## src/rtl/down_counter_pkg.sv

```systemverilog
// Shared types and constants for the loadable down-counter.
// Holds the FSM state encoding and the default counter width.
package down_counter_pkg;

  localparam int DEF_WIDTH = 5;

  typedef enum logic {
    IDLE = 1'b0,
    RUN  = 1'b1
  } state_t;

endpackage

```

## src/rtl/down_counter_5bit_reg.sv

```systemverilog
// WIDTH-bit register for the down-counter.
// Async active-low reset to 0, synchronous load enable.
module dcnt_reg #(
  parameter int WIDTH = 5
) (
  input  logic             clk,
  input  logic             rst_n,
  input  logic             i_ld,
  input  logic [WIDTH-1:0] i_d,
  output logic [WIDTH-1:0] o_q
);

  logic [WIDTH-1:0] r_q;

  // Hold value; take i_d when load enable is high.
  always_ff @(posedge clk or negedge rst_n) begin
    if (!rst_n)
      r_q <= '0;
    else if (i_ld)
      r_q <= i_d;
  end

  assign o_q = r_q;

endmodule

```

## src/rtl/down_counter_5bit.sv

```systemverilog
// Loadable down-counter/timer with one-cycle done pulse on expiry.
// Optional DOWN_COUNTER_STICKY_EN adds done_clr/done_flag.
module down_counter_5bit
  import down_counter_pkg::*;
#(
  parameter int WIDTH = DEF_WIDTH
) (
  input  logic             clk,
  input  logic             rst_n,
  input  logic             load,
  input  logic [WIDTH-1:0] load_val,
  input  logic             en,
  input  logic             auto_reload,
`ifdef DOWN_COUNTER_STICKY_EN
  input  logic             done_clr,
  output logic             done_flag,
`endif
  output logic [WIDTH-1:0] count,
  output logic             busy,
  output logic             done
);

  state_t           r_state;
  state_t           w_state_nxt;
  logic             r_done;
  logic             w_done_nxt;
  logic             w_cnt_ld;
  logic [WIDTH-1:0] w_cnt_d;
  logic             w_rl_ld;
  logic [WIDTH-1:0] w_reload;
  logic [WIDTH-1:0] w_count;
  logic             w_run;
  logic             w_last;

  assign w_run  = (r_state == RUN);
  assign w_last = (w_count == WIDTH'(1));

  dcnt_reg #(.WIDTH(WIDTH)) u_cnt (
    .clk   (clk),
    .rst_n (rst_n),
    .i_ld  (w_cnt_ld),
    .i_d   (w_cnt_d),
    .o_q   (w_count)
  );

  dcnt_reg #(.WIDTH(WIDTH)) u_rld (
    .clk   (clk),
    .rst_n (rst_n),
    .i_ld  (w_rl_ld),
    .i_d   (load_val),
    .o_q   (w_reload)
  );

  // Next state, next count and done; load always wins over en.
  always_comb begin
    w_state_nxt = r_state;
    w_done_nxt  = 1'b0;
    w_cnt_ld    = 1'b0;
    w_cnt_d     = load_val;
    w_rl_ld     = 1'b0;
    unique case (1'b1)
      load: begin
        w_cnt_ld    = 1'b1;
        w_rl_ld     = 1'b1;
        w_state_nxt = (load_val != '0) ? RUN : IDLE;
      end
      (!load && w_run && en && w_count > WIDTH'(1)): begin
        w_cnt_ld = 1'b1;
        w_cnt_d  = w_count - WIDTH'(1);
      end
      (!load && w_run && en && w_last): begin
        w_cnt_ld   = 1'b1;
        w_done_nxt = 1'b1;
        if (auto_reload) begin
          w_cnt_d = w_reload;
        end else begin
          w_cnt_d     = '0;
          w_state_nxt = IDLE;
        end
      end
      default: ;
    endcase
  end

  // State and done pulse registers.
  always_ff @(posedge clk or negedge rst_n) begin
    if (!rst_n) begin
      r_state <= IDLE;
      r_done  <= 1'b0;
    end else begin
      r_state <= w_state_nxt;
      r_done  <= w_done_nxt;
    end
  end

`ifdef DOWN_COUNTER_STICKY_EN
  logic r_flag;

  // Sticky expiry flag; a set in the same cycle as a clear wins.
  always_ff @(posedge clk or negedge rst_n) begin
    if (!rst_n)
      r_flag <= 1'b0;
    else if (w_done_nxt)
      r_flag <= 1'b1;
    else if (done_clr)
      r_flag <= 1'b0;
  end

  assign done_flag = r_flag;
`endif

  assign count = w_count;
  assign busy  = w_run;
  assign done  = r_done;

endmodule

```

## config.mk

```make
export PLATFORM = sky130hd
export DESIGN_NAME = down_counter_5bit
export DESIGN_NICKNAME = d
export VERILOG_FILES = /design/src/rtl/down_counter_pkg.sv /design/src/rtl/down_counter_5bit_reg.sv /design/src/rtl/down_counter_5bit.sv
export SDC_FILE = /design/constraint.sdc
export NUM_CORES = 1
export LEC_CHECK = 0
export BUFFER_PORTS_ARGS = -buffer_cell sky130_fd_sc_hd__buf_4
export CAP_MARGIN = 15
export CORE_MARGIN = 2
export CORE_UTILIZATION = 35
export DETAILED_ROUTE_END_ITERATION = 10
export PLACE_DENSITY = 0.63
export SLEW_MARGIN = 5
export SYNTH_ARGS = -nofsm -noshare
export SYNTH_HDL_FRONTEND = slang
export SYNTH_SLANG_ARGS = --single-unit
```

## constraint.sdc

```tcl
create_clock -name clk -period 3.2 [get_ports clk]
set_input_delay 0.64 -clock clk [delete_from_list [all_inputs] [get_ports clk]]
set_output_delay 0.64 -clock clk [all_outputs]
set_load 0.005 [all_outputs]
```

==> load_flow_metrics.sql, run 1 <==
INSERT INTO impl_metrics (metric_group, metric, value, unit) VALUES
('synth', 'syn_area_per_cell', '11.52', 'um^2'),
('synth', 'syn_inst', '62', ''),
('synth', 'synth.top_cell.area_share', '42.03', '%'),
('clocking', 'clk_transition_reported_paths', '0.06', 'ns'),
('sta', 'max_freq', '0.5922', 'GHz'),
('route', 'drt_wl_total', '1405', 'um'),
('synth', 'most_repeated_cell_in_the_gate_level_netlist_after_synthesis', 'sky130_fd_sc_hd__dfrtp_1', ''),
('worst_setup_path', 'rr_endpoint', 'u_cnt.o_q[2]', ''),
('finish', 'antenna_cells_inserted', '0', ''),
('global_routing', 'initial_antenna_violation_count', '0', ''),
('floorplanning', 'core-area', '1942', 'um^2'),
('sta', 'finalHoldWorstSlack', '0.2078', 'ns'),
('global_routing', 'grt_pass1_wl', '2559', 'um'),
('synth', 'synth_edf_count', '0', ''),
('worst_setup_path', 'end_kind', 'flop', ''),
('synth', 'seq_area_frac_synth', '42.03', '%'),
('place', 'detailedPlacementHpwl', '1095', 'um'),
('clocking', 'cts.hold.buffers_added', '0', ''),
('worst_setup_path', 'timing.rr.start', 'u_cnt.o_q[0]', ''),
('flow_run', 'max-cap-violations', '0', ''),
('clocking', 'cts-buffers-inserted', '3', ''),
('synth', 'post_synth_and_or_nand_nor_area_fraction', '16.81', '%'),
('finish', 'nets', '93', ''),
('finish', 'drive_above_1_share', '36.71', '%'),
('synth', 'yosys-mux-area-fraction', '13.49', '%'),
('run_status', 'run_status', 'finished, final reports clean', ''),
('route', 'route.antenna.remaining_nets', '0', ''),
('finish', 'fillCellCount', '202', ''),
('clocking', 'htreeDepth', '1', ''),
('global_routing', 'grtUsageTotal', '13.48', '%'),
('synth', 'post-synth-top-area-cell', 'sky130_fd_sc_hd__dfrtp_1', ''),
('pwr', 'swShare', '29.48', '%'),
('clocking', 'clock_insertion_delay_worst_skew', '0.25', 'ns'),
('sta', 'fin_skew', '0.0006773', 'ns'),
('sta', 'report.final.slew_viol_count', '0', ''),
('clocking', 'cts_post_setup_buffers_inserted', '0', ''),
('clocking', 'cts-root-to-sink-buffers', '2', ''),
('global_routing', 'first_global_vias', '566', ''),
('sta', 'grt_setup_unrepaired', 'false', ''),
('place', 'finalWeightedCongestion', '0.7985', ''),
('floorplanning', 'overall_die_height', '49.18', 'um'),
('pwr', 'static_leakage', '0.3835', 'nW'),
('clocking', 'cts_tree', 'done', ''),
('sta', 'final_critical_period', '1.689', 'ns'),
('synth', 'synth-compound-area-share', '19.09', '%'),
('sta', 'setup_tns', '0', 'ns'),
('pwr', 'cell_internal_pwr', '0.2764', 'mW'),
('synth', 'synth-xor-area-share', '1.226', '%'),
('worst_setup_path', 'data_arrival_time_of_the_worst_path', '1.89', 'ns'),
('clocking', 'clock_tree.root_cell', 'sky130_fd_sc_hd__clkbuf_4', ''),
('synth', 'synth_top_family_by_area', 'compound AO/OA/AOI/OAI gates', ''),
('synth', 'synth_adder_area_share', '3.503', '%'),
('worst_setup_path', 'setup.worst_path.start', 'u_cnt.o_q[0]', ''),
('route', 'number_of_violations_reported_at_the_end_of_detailed_routing_iteration_0', '8', ''),
('floorplanning', 'overall_die_width', '49.18', 'um'),
('synth', 'synth_top_cells_by_count', 'sky130_fd_sc_hd__dfrtp_1, sky130_fd_sc_hd__mux2_2, sky130_fd_sc_hd__mux2i_1', ''),
('pwr', 'pwr-share-seq', '49.9', '%'),
('floorplanning', 'fp.dieArea', '2419', 'um^2'),
('floorplanning', 'num_rows', '16', ''),
('synth', 'postSynthRegisterBits', '12', ''),
('route', 'vias_per_cell', '5.255', ''),
('synth', 'yosys_warnings', '0', ''),
('sta', 'final-setup-viol-count', '0', ''),
('place', 'port-buffer-count', '16', ''),
('synth', 'synth.area.top_cells', 'sky130_fd_sc_hd__dfrtp_1, sky130_fd_sc_hd__mux2_2, sky130_fd_sc_hd__mux2i_1', ''),
('synth', 'post_synthesis_instance_area', '714.4', 'um^2'),
('route', 'drc', '0', ''),
('pwr', 'pwr_density_cell', '448.1', 'nW/um^2'),
('synth', 'synth_fp_nets', '74', ''),
('route', 'dr_total_vias', '557', ''),
('floorplanning', 'effective_utilization_at_floorplan', '36.79', '%');
registers in the layout, summed over array words and instances (netlist names):
signal / count
u_rld.o_q: 5
u_cnt.o_q: 5
busy: 1
done: 1
metrics by stage:
step | util (%) | setup slack [ns] | instances | power (mW) | cell area [um^2]
after CTS | 45.04 | 1.510 | 106 | 0.3982 | 874.6
after global routing | 45.04 | 1.376 | 106 | 0.4256 | 874.6
after floorplan | - | 1.616 | 62 | 0.2653 | 714.4
after detailed placement | 43.88 | 1.419 | 103 | 0.3119 | 852.1
final | 45.04 | 1.511 | 106 | 0.3919 | 874.6
after global placement | 43.88 | 1.468 | 103 | 0.3132 | 852.1
routing by layer:
metal,vias up,part of all wire (%),GRT usage (%)
met3,2,3.8,2.147
met4,0,0.85,7.143
met1,272,47,17.32
met2,9,48,21.62
li1,274,-,-
met5,-,0,0
layout make-up:
class	count	area [um^2]	area share [%]
multi-input cells	45	386.6	44.21
flip-flops and latches	12	300.3	34.33
repair buffers	16	120.1	13.73
well taps	27	33.78	3.863
clock buffers	3	22.52	2.575
inverters	3	11.26	1.288
placed cells by master, fill, tap and decap left out, types with 2 or more instances in the layout:
cell	count
sky130_fd_sc_hd__dfrtp_1	12
sky130_fd_sc_hd__a21oi_1	2
sky130_fd_sc_hd__o21ai_0	2
sky130_fd_sc_hd__nor2b_1	2
sky130_fd_sc_hd__mux2i_1	4
sky130_fd_sc_hd__clkbuf_4	3
sky130_fd_sc_hd__ha_1	2
sky130_fd_sc_hd__nor3_1	2
sky130_fd_sc_hd__mux2_2	5
sky130_fd_sc_hd__a2bb2oi_1	2
sky130_fd_sc_hd__nand4_1	2
sky130_fd_sc_hd__nor2_1	2
sky130_fd_sc_hd__buf_4	16
sky130_fd_sc_hd__inv_1	3
sky130_fd_sc_hd__o22ai_1	2
critical path: stages (launching register included):
cell and delay, ns:
sky130_fd_sc_hd__dfrtp_1 0.47, sky130_fd_sc_hd__ha_1 0.31, sky130_fd_sc_hd__o21bai_1 0.19, sky130_fd_sc_hd__a221o_1 0.34, sky130_fd_sc_hd__o221ai_2 0.15, sky130_fd_sc_hd__o31a_2 0.16
power by group through the flow:
| stage | Sequential, mW | Combinational, mW | Clock, mW |
|---|---|---|---|
| after CTS | 0.196 | 0.114 | 0.0885 |
| after floorplan | 0.194 | 0.0712 | 0 |
| after detailed placement | 0.199 | 0.113 | 0 |
| final | 0.195 | 0.113 | 0.0832 |
| after global routing | 0.199 | 0.127 | 0.0993 |
| after global placement | 0.199 | 0.114 | 0 |
worst min path at each step:
stage / end / slack (ns)
2_1_floorplan: busy / 0.34
3_3_place_gp: u_rld.o_q[2] / 0.49
3_5_place_dp: u_rld.o_q[2] / 0.49
4_1_cts: u_rld.o_q[2] / 0.20
5_1_grt: u_rld.o_q[2] / 0.20
6_report: u_rld.o_q[2] / 0.21
logic make-up (layout without fill, tap and decap cells):
| family | after synthesis | in the layout |
|---|---|---|
| DFF | 12 | 12 |
| adders and majority gates | 2 | 2 |
| and+or+nand+nor | 16 | 16 |
| xor gates and xnor gates | 1 | 1 |
| AOI/OAI and AO/OA | 17 | 17 |
| muxes | 9 | 9 |
| buffers and inverters | 5 | 22 |
(Power assumes the default switching activity.)
==> run 2, diff against run 1 <==
==> constraint.sdc (replaced) <==
create_clock -name clk -period 1.7 [get_ports clk]
set_input_delay 0.34 -clock clk [delete_from_list [all_inputs] [get_ports clk]]
set_output_delay 0.34 -clock clk [all_outputs]
set_load 0.005 [all_outputs]
==> load_flow_metrics.sql, run 2 (synthesized netlist as in run 1, its figures left out) <==
INSERT INTO impl_metrics (metric_group, metric, value, unit) VALUES
('run_status', 'run_status', 'finished, final reports clean', ''),
('worst_setup_path', 'timing.rr.start', 'u_cnt.o_q[0]', ''),
('sta', 'timing.final.hold_violations', '0', ''),
('finish', 'layout.cells.most_common', 'sky130_fd_sc_hd__buf_4', ''),
('sta', 'max_freq', '0.6361', 'GHz'),
('min_path', 'worstHoldPathCells', '2', ''),
('route', 'route.antenna.remaining_nets', '0', ''),
('clocking', 'cts_tree', 'done', ''),
('worst_setup_path', 'worst-r2r-cell-count', '5', ''),
('worst_setup_path', 'critical_path.max_fanout', '6', ''),
('route', 'drtPass1Iterations', '4', ''),
('route', 'post_drt_wl_per_cell', '13.42', 'um'),
('finish', 'layout_common_cells', 'sky130_fd_sc_hd__buf_4, sky130_fd_sc_hd__dfrtp_1, sky130_fd_sc_hd__mux2_2, sky130_fd_sc_hd__mux2i_1', ''),
('finish', 'nets', '98', ''),
('finish', 'antenna_cells_inserted', '0', ''),
('finish', 'drive_above_1_share', '39.29', '%'),
('floorplanning', 'overall_die_height', '49.18', 'um'),
('worst_setup_path', 'required_time_at_the_worst_slack_endpoint', '1.92', 'ns'),
('finish', 'final-instance-count-excl-fill', '111', ''),
('worst_setup_path', 'path_buf_inv', '0', ''),
('min_path', 'hp-start', 'load_val[3]', ''),
('global_routing', 'grt_overflow', '0', ''),
('finish', 'final_area', '914.6', 'um^2'),
('pwr', 'pwr_density_cell', '842.3', 'nW/um^2'),
('clocking', 'cts-buffers-inserted', '3', ''),
('pwr', 'ir_worst_vdd', '0.0004694', 'V'),
('worst_setup_path', 'critical-path-slowest-cell', 'sky130_fd_sc_hd__dfrtp_1', ''),
('sta', 'maxSlewHeadroom', '79.72', '%'),
('floorplanning', 'fp.dieArea', '2419', 'um^2'),
('worst_setup_path', 'slowest_delay', '0.43', 'ns'),
('place', 'dp_cells', '106', ''),
('min_path', 'min_delay_worst_endpoint', 'u_rld.o_q[3]', ''),
('place', 'port-buffer-count', '16', ''),
('place', 'detailed_place.area', '874.6', 'um^2'),
('finish', 'final_core_util', '47.10', '%'),
('clocking', 'cts.sink_count', '12', ''),
('route', 'dr_total_vias', '598', ''),
('min_path', 'worstHoldPathType', 'input port to flop', ''),
('global_routing', 'grt_start_max_net_pins', '16', ''),
('worst_setup_path', 'crit_path_cell_trace', 'ha_1 -> o21bai_1 -> a221o_1 -> o221ai_2 -> o31a_2', ''),
('route', 'drc', '0', ''),
('sta', 'fin_skew', '0.006163', 'ns'),
('flow_run', 'max-cap-violations', '0', ''),
('place', 'finalWeightedCongestion', '0.7577', ''),
('worst_setup_path', 'worstSetupStartpointType', 'flop', ''),
('floorplanning', 'num_rows', '16', ''),
('route', 'drt_wl_total', '1490', 'um'),
('worst_setup_path', 'rr_endpoint', 'u_cnt.o_q[2]', ''),
('sta', 'final_critical_period', '1.572', 'ns'),
('worst_setup_path', 'data_arrival_time_of_the_worst_path', '1.79', 'ns'),
('sta', 'report.final.slew_viol_count', '0', ''),
('sta', 'worstMarginPinSlew', '0.3042', 'ns'),
('clocking', 'htreeDepth', '1', ''),
('worst_setup_path', 'end_kind', 'flop', ''),
('global_routing', 'grt_pass1_wl', '2732', 'um'),
('worst_setup_path', 'timing.setup.critical_path_class', 'flop to flop', ''),
('pwr', 'static_leakage', '0.4075', 'nW'),
('worst_setup_path', 'timing.reg2reg.setup_slack', '0.13', 'ns'),
('route', 'vias_per_cell', '5.387', ''),
('sta', 'min_period_over_period', '92.47', '%'),
('sta', 'final-setup-viol-count', '0', ''),
('global_routing', 'grtUsageTotal', '14.75', '%'),
('worst_setup_path', 'critPathTopFamily', 'compound AO/OA/AOI/OAI gates', ''),
('floorplanning', 'core-area', '1942', 'um^2'),
('clocking', 'cts-root-to-sink-buffers', '2', ''),
('clocking', 'clk_transition_reported_paths', '0.07', 'ns'),
('floorplanning', 'overall_die_width', '49.18', 'um'),
('place', 'detailedPlacementHpwl', '1126', 'um'),
('global_routing', 'first_global_vias', '601', ''),
('route', 'number_of_violations_reported_at_the_end_of_detailed_routing_iteration_0', '4', ''),
('pwr', 'finalPower', '0.7703', 'mW'),
('floorplanning', 'ioPinCount', '17', ''),
('floorplanning', 'effective_utilization_at_floorplan', '36.79', '%'),
('sta', 'finalHoldWorstSlack', '0.3151', 'ns'),
('clocking', 'clock_tree.root_cell', 'sky130_fd_sc_hd__clkbuf_4', ''),
('global_routing', 'initial_antenna_violation_count', '0', ''),
('clocking', 'postCtsResizedCells', '0', ''),
('finish', 'syn_to_final_growth', '28.02', '%'),
('clocking', 'clock_insertion_delay_worst_skew', '0.27', 'ns');
run 2: cell types whose count changed in the layout (fill, tap and decap cells not counted):
cell / delta
sky130_fd_sc_hd__buf_4: +4
sky130_fd_sc_hd__dlygate4sd3_1: +1
run 2: what timing repair did:
action,CTS,global route
hold endpoints to repair,12,0
buffers inserted,0,1
hold buffers,1,0
endpoints found under the setup margin,0,1
run 2: per-layer routing:
metal / GRT usage, % / part of all wire (%)
met1: 19.80 / 45
met2: 22.52 / 48
met3: 3.067 / 5.0
met4: 7.143 / 1.5
met5: 0 / 0
run 2: worst max path at each step:
stage | slack [ns] | cells past startpoint | end | from
3_5_place_dp | 0.13 | 5 | u_cnt.o_q[2] | u_cnt.o_q[0]
3_3_place_gp | 0.16 | 6 | u_cnt.o_q[4] | u_cnt.o_q[1]
4_1_cts | 0.12 | 5 | u_cnt.o_q[2] | u_cnt.o_q[0]
6_report | 0.13 | 5 | u_cnt.o_q[2] | u_cnt.o_q[0]
5_1_grt | -0.01 | 5 | u_cnt.o_q[4] | u_cnt.o_q[0]
2_1_floorplan | 0.15 | 6 | u_cnt.o_q[2] | u_cnt.o_q[1]
run 2: metrics by stage:
| step | worst slack (ns) | setup TNS, ns |
|---|---|---|
| 2_1_floorplan | 0.1538 | 0 |
| 3_5_place_dp | 0.1337 | 0 |
| 5_1_grt | -0.01030 | -0.01030 |
| 6_report | 0.1280 | 0 |
| 4_1_cts | 0.1238 | 0 |
| 3_3_place_gp | 0.1569 | 0 |
run 2: power breakdown:
group          switching [mW]  total, mW  internal [mW]
Clock                  0.0925      0.175         0.0820
Combinational           0.103      0.238          0.135
Sequential             0.0396      0.358          0.319
Total                   0.235      0.770          0.536
run 2: area by class of cell:
| class | instances | area (um^2) |
|---|---|---|
| inverters | 3 | 11.26 |
| repair buffers | 21 | 160.2 |
| flip-flops and latches | 12 | 300.3 |
| clock buffers | 3 | 22.52 |
| multi-input cells | 45 | 386.6 |
| fillers | 194 | 1027 |
| well taps | 27 | 33.78 |
